**src/rtl/result_capture_fifo.sv**
```systemverilog
// Generic single-clock FIFO: registered pointers and occupancy, unregistered head-of-queue read data.
// Latency: a push at edge N is visible at the head from edge N+1; no fall-through.
// Backpressure: none internally; the caller must not push when full unless it pops in the same cycle.
module fifo #(
    parameter int WIDTH = 8,
    parameter int DEPTH = 8
) (
    input  logic                     clk,
    input  logic                     rst_n,
    input  logic                     clr,
    input  logic                     push_vld,
    input  logic [WIDTH-1:0]         push_dat,
    input  logic                     pop_rdy,
    output logic [WIDTH-1:0]         pop_dat,
    output logic [$clog2(DEPTH):0]   count
);
    localparam int AW = $clog2(DEPTH);
    localparam int CW = AW + 1;

    logic [WIDTH-1:0] mem [DEPTH];
    logic [AW-1:0]    wr_ptr;
    logic [AW-1:0]    rd_ptr;

    assign pop_dat = mem[rd_ptr];

    always_ff @(posedge clk) begin
        if (push_vld) begin
            mem[wr_ptr] <= push_dat;
        end
    end

    // Pointers wrap naturally because DEPTH is a power of two.
    always_ff @(posedge clk or negedge rst_n) begin
        if (!rst_n) begin
            wr_ptr <= '0;
            rd_ptr <= '0;
            count  <= '0;
        end else if (clr) begin
            wr_ptr <= '0;
            rd_ptr <= '0;
            count  <= '0;
        end else begin
            if (push_vld) begin
                wr_ptr <= wr_ptr + AW'(1);
            end
            if (pop_rdy) begin
                rd_ptr <= rd_ptr + AW'(1);
            end
            if (push_vld && !pop_rdy) begin
                count <= count + CW'(1);
            end else if (!push_vld && pop_rdy) begin
                count <= count - CW'(1);
            end
        end
    end
endmodule

// Captures the core result bus into a FIFO (optionally skipping repeats) and serves one pop per rd_req.
// Latency: a sample is counted at its capture edge; rd_data/rd_valid are registered, one edge after rd_req.
// Backpressure: none toward the core; samples arriving while full (without a same-cycle pop) are dropped and flag overflow.
module result_capture_fifo #(
    parameter int WIDTH = 8,
    parameter int DEPTH = 8,
    parameter int DEDUP = 1
) (
    input  logic                     clk,
    input  logic                     rst_n,
    input  logic                     ena,
    input  logic [WIDTH-1:0]         res_in,
    input  logic                     res_valid,
    input  logic                     clr,
    input  logic                     rd_req,
    output logic [WIDTH-1:0]         rd_data,
    output logic                     rd_valid,
    output logic [$clog2(DEPTH):0]   count,
    output logic                     empty,
    output logic                     full,
    output logic                     overflow
);
    localparam int CW = $clog2(DEPTH) + 1;

    logic [WIDTH-1:0] last;
    logic             have_last;
    logic [WIDTH-1:0] head_dat;
    logic             clr_en;
    logic             cand;
    logic             push;
    logic             pop;
    logic             drop;

    assign empty  = (count == '0);
    assign full   = (count == CW'(DEPTH));
    assign clr_en = ena & clr;
    assign pop    = ena & rd_req & ~clr & ~empty;
    assign cand   = ena & res_valid & ~clr & ((DEDUP == 0) | ~have_last | (res_in != last));
    // A full FIFO still takes the sample when the head leaves in the same cycle.
    assign push   = cand & (~full | pop);
    assign drop   = cand & ~push;

    fifo #(
        .WIDTH (WIDTH),
        .DEPTH (DEPTH)
    ) u_fifo (
        .clk      (clk),
        .rst_n    (rst_n),
        .clr      (clr_en),
        .push_vld (push),
        .push_dat (res_in),
        .pop_rdy  (pop),
        .pop_dat  (head_dat),
        .count    (count)
    );

    always_ff @(posedge clk or negedge rst_n) begin
        if (!rst_n) begin
            rd_data   <= '0;
            rd_valid  <= 1'b0;
            overflow  <= 1'b0;
            last      <= '0;
            have_last <= 1'b0;
        end else if (clr_en) begin
            rd_valid  <= 1'b0;
            overflow  <= 1'b0;
            have_last <= 1'b0;
        end else begin
            rd_valid <= pop;
            if (pop) begin
                rd_data <= head_dat;
            end
            if (drop) begin
                overflow <= 1'b1;
            end
            if (push) begin
                last      <= res_in;
                have_last <= 1'b1;
            end
        end
    end
endmodule

```
**config.mk**
```make
export PLATFORM = sky130hd
export DESIGN_NAME = result_capture_fifo
export DESIGN_NICKNAME = d
export VERILOG_FILES = /design/src/rtl/result_capture_fifo.sv
export SDC_FILE = /design/constraint.sdc
export NUM_CORES = 1
export LEC_CHECK = 0
export CORE_ASPECT_RATIO = 1.75
export CORE_MARGIN = 1.5
export CORE_UTILIZATION = 25
export CTS_CLUSTER_DIAMETER = 30
export DETAILED_ROUTE_END_ITERATION = 12
export SYNTH_ARGS = -nofsm -noshare
export SYNTH_HDL_FRONTEND = slang
export SYNTH_SLANG_ARGS = --single-unit
```
**constraint.sdc**
```tcl
create_clock -name clk -period 3.5 [get_ports clk]
set_clock_uncertainty 0.2 [all_clocks]
set_input_delay 0.525 -clock clk [delete_from_list [all_inputs] [get_ports clk]]
set_output_delay 0.525 -clock clk [all_outputs]
set_load 0.01 [all_outputs]
```
# Word level (Yosys, flattened, before mapping)
# Memories as Yosys holds them, arrays and structs flattened. A register that Yosys moved wholly into a read port is not among the register bits.
# Index checks and enable logic that the tools add are counted.
# totals
register_bits	21
mem_bits_rw	64
in_bits	14
output_inout_bits	16
wordCells	57
memories	1
# op_classes
add_sub_neg	4
eq_ne	2
mux	14
bitwise	17
reduce_logical	12
# mem_list
memory	depth	word_bits	rd	rd_ports_with_merged_regs	write_ports	line_no	rtl
u_fifo.mem	8	8	1	1	1	20	logic [WIDTH-1:0] mem [DEPTH];
# op_table
cell	count
3-bit two-way mux	4
4-bit two-way mux	3
1-bit AND	9
8-bit inequality test	1
1-bit two-way mux	7
3-bit by 1-bit adder with 3-bit output, second input constant	2
1-bit inverter	6
2-bit nonzero test	3
4-bit by 1-bit adder with 4-bit output, second input constant	1
4-bit == test, second input constant	1
4-bit zero test	1
2-bit AND reduction	2
4-bit by 1-bit subtractor with 4-bit output, second input constant	1
1-bit zero test	3
3-bit nonzero test	1
1-bit logical AND	2
1-bit OR	2

# Depth between registers and ports, before layout
# logic_depth
word_depth	10
mapped_depth	13
mapped_depth_nobuf	12

# Hierarchy
# From an unflattened synthesis, not the netlist that was laid out.
# hier_totals
cells_unflattened	251
hier_area_um2	4058.9
# by_module_without_submodules
module	n_inst	cells_each	area_per_inst_um2	seq_area_each_um2
fifo	1	161	3096.7	2172.1
result_capture_fifo	1	90	962.2	475.5

# Worst setup path before layout
# OpenSTA, ideal clock, no wires.
# synth_path
path_type	reg2reg
start	reg u_fifo.count[0]
end	reg u_fifo.count[3]
setup_ns	0.068
arrival_time_ns	2.566
required_time_ns	3.232
slack_ns	0.666
stages_incl_launch_ff	13
n_path_buf	1
period_less_slack_ns	2.834
cell_sequence	dfrtp_1 > nor4b_2 > nor2b_4 > nor3_4 > buf_6 > nand2_1 > ha_1 > a21o_2 > a21o_1 > nor2_1 > xnor2_1 > or3_1 > nand3_1
# synth_via
word_cells_on_any_way	17
cone_classes	add/sub: 2; eq/ne: 1; mux: 3; bitwise: 5; reduce/logical: 6
# synth_rtl
element	line_no	rtl
from (decl)	15	output logic [$clog2(DEPTH):0] count
from (signal assigned)	50	count <= count + CW'(1);
from (signal assigned)	52	count <= count - CW'(1);
4-bit == test *	92	assign full = (count == CW'(DEPTH));
named net full	77	output logic full,
1-bit inverter *	97	assign push = cand & (~full | pop);
1-bit OR *	97	
1-bit AND *	97	
1-bit logical AND or 1-bit zero test (tied branches)	49, 51	
4-bit two-way mux or 1-bit logical AND (tied branches)	49, 51	
4-bit two-way mux or 3-bit nonzero test (tied branches)	--	
# Mark *: on every way through the listed nets, which the timed path passes. The rest lies on a longest branch. The select of a mux whose other input is x is not followed.
# A chain may end at the register's enable or synchronous reset.

# Worst setup path in the final report
# layout_path
start	in res_in[7]
end	reg u_fifo.count[3]
# layout_via
elab_chain_len	7
word_cells_on_any_way	10
cone_classes	eq/ne: 1; mux: 2; bitwise: 3; reduce/logical: 4
# layout_lines
element	line_no	rtl
from (decl)	69	input logic [WIDTH-1:0] res_in,
8-bit inequality test *	95	assign cand = ena & res_valid & ~clr & ((DEDUP == 0) | ~have_last | (res_in != last));
1-bit OR *	95	
1-bit AND *	95	
1-bit AND *	97	
1-bit logical AND or 1-bit zero test (tied branches)	49, 51	
4-bit two-way mux or 1-bit logical AND (tied branches)	49, 51	
4-bit two-way mux or 3-bit nonzero test (tied branches)	--	
# Every way passes the cells marked *; elsewhere a longest branch is shown, timed or not.

==> reports/metrics.cfg <==
[status]
status = completed

[synthesis]
synth_seq_area_share_pct = 67.4
ys.flop_type = edfxtp_1
netlist_instances = 231
synth_edf_count = 64
synth_cell_types = 40
synthArstFlopShare_pct = 31.2
syn_area_sq_um = 3930
syn_area_per_cell_sq_um = 17.0
yosys_warnings = 0
synth_seq_cells = 93
synth_fp_nets = 250

[min_path]
hp-class = flop to flop

[final_layout]
nets = 298
multi_input_area_sq_um = 1190
ff_latch_area_sq_um = 2650
n_fill_cell = 1476
synthToLayoutAreaGrowth_pct = 23.8
mostFrequentLayoutCells = 64 x edfxtp_1, 29 x dfrtp_1, 29 x clkdlybuf4s50_1, 21 x nand2_1, 19 x buf_4
postLayoutCellArea_sq_um = 4860
drive_above_1_share_pct = 25.0
layout_commonest_cell = edfxtp_1
diodes = 0

[clock_tree]
h-tree-depth = 3
cts_tree = built
cts_setup_buffers = 0
cts-root-buf = clkbuf_16
cts.sinks = 93
cts.repair.resized = 0
path_clk_slew_ps = 60
ctsHoldBuffers = 0
clock_path_buffers = 2
clock_latency_ps = 340
numCtsBuffers = 9

[grt]
grt_max_degree = 30
grt_pass1_wl_um = 12300
antenna_found_initial = 0
grt_pass1_vias = 2304
grt.total_usage_pct = 10.1
grt-ovfl-total = 0

[floorplanning]
rows = 60
ioPinCount = 30
die_h_um = 169
start_util_pct = 25.5
dieArea_sq_um = 16500
core-area_sq_um = 15400
die_x_um = 97.7

[power_and_ir_drop]
ir_drop_v = 0.000206
p_leak_nw = 1.75
p_per_area_nw_per_um2 = 656

[drt]
vias = 2093
ant_nets = 0
wirelength_um = 7650
wl_per_cell_um = 16.3
drc_errors = 0
drt_pass1_iterations = 4
viasPerCell = 4.45
drt_iter0_markers = 148

[setup_path]
end_kind = flop
worst-path-buf-inv = 1
path_delay_family = simple AND/OR/NAND/NOR gates
crit_chain = clkdlybuf4s50_1 -> xnor2_1 -> nand3_1 -> nor3_4 -> nor3_4 -> nand2_1 -> ha_1 -> a21o_2 -> a21o_1 -> nor2_1 -> xnor2_1 -> or3_1 -> nand3_1
cp_max_fo = 3
critical_path_class = primary input to flop
worstPathArrival_ps = 3080
cpPeakStageDelay_ps = 490
cp.required_ps = 3580
start_kind = primary input
slowest_stage = clkdlybuf4s50_1

[timing]
setup_violations = 0
timing.final.crit_share_pct = 85.8
timing.final.ws_setup_ps = 496
min_period_ps = 3000
slew_violations = 0
worst_pin_slew_ps = 758
slew_headroom_pct = 49.5
rsz0062_at_grt = no
finalHoldViolations = 0
timing.fmax_ghz = 0.333
setup_tns_ps = 0

[placement]
portBuffers = 29
pre_cts_ws_ps = 85.3
place_area_sq_um = 4530
dpl.hpwl_um = 5080
gp_congestion = 0.732

[flow_run]
cap_violations = 0

## cell type report
type | instances | share of cell area [%]
Sequential cell | 93 | 54.5
Multi-Input combinational cell | 122 | 24.6
Timing Repair Buffer | 48 | 8.91
Clock buffer | 10 | 4.92
Tap cell | 186 | 4.79
Clock inverter | 6 | 1.93
Inverter | 5 | 0.386
## registers in the layout, indices dropped and copies added, names as in the netlist
signal,count
have_last,1
last,8
overflow,1
rd_data,8
rd_valid,1
u_fifo.count,4
u_fifo.mem,64
u_fifo.rd_ptr,3
u_fifo.wr_ptr,3
## report_power, final
part           internal, W  switching, W
combinational     0.000416      0.000289
sequential         0.00129      0.000115
clock             0.000653      0.000423
## cell usage after synthesis (2+ instances only)
master	n	share of area, %
buf_2	4	0.51
buf_6	2	0.57
clkbuf_1	2	0.19
o21ai_0	9	1.1
nand2_1	21	2.0
buf_1	2	0.19
dfrtp_1	29	18
mux2_4	8	3.1
o22ai_1	2	0.32
mux2i_1	12	3.1
nor3b_2	2	0.64
nor3_4	2	0.83
xor2_1	2	0.45
ha_1	4	1.3
edfxtp_1	64	49
xnor2_1	11	2.5
mux4_2	16	9.2
nand3_1	4	0.51
inv_1	4	0.38
nor2_1	11	1.1
## per-stage QoR
step	hold slack (ps)	util, %	std cells	power [W]
after floorplan	29.4	-	231	0.00186
after global placement	269	29.4	454	0.00214
after detailed placement	273	29.4	454	0.00215
after CTS	287	31.6	470	0.00322
after global routing	304	31.6	470	0.00335
final	278	31.6	470	0.00319
## layer usage
metal / GRT usage (%) / vias up / part of all wire, %
met3: 2.06 / 13 / 2.8
li1: - / 962 / -
met2: 19.2 / 37 / 56
met5: 0 / - / 0
met1: 10.1 / 1081 / 38
met4: 5.78 / 0 / 3.0
## cells by family (layout without fill, tap and decap cells)
group | Yosys count | in the layout | share of synthesized area, %
DFF | 93 | 93 | 67.4
and+or+nand+nor | 54 | 54 | 8.45
muxes | 36 | 36 | 15.3
buffers and inverters | 16 | 69 | 2.14
AOI/OAI and AO/OA | 14 | 14 | 2.01
xor gates and xnor gates | 13 | 13 | 2.90
adders and majority gates | 5 | 5 | 1.78
## worst min-delay path: cells and delay by family, from the launching register on
family,cells,cell delay (ps)
and+or+nand+nor,1,40
AOI/OAI and AO/OA,1,60
DFF,1,340
## final timing paths
kind                            start         endpoint  slack (ps)  cells after the start
min reg2reg                rd_data[0]       rd_data[0]         280                      2
max in group asynchronous       rst_n          last[1]        2420                      2
max                         res_in[7]  u_fifo.count[3]         500                     13
max reg2reg                   last[7]  u_fifo.count[3]         720                     12
min                        rd_data[0]       rd_data[0]         280                      2
min in group asynchronous       rst_n  u_fifo.count[0]         370                      2
(Power assumes the default switching activity.)
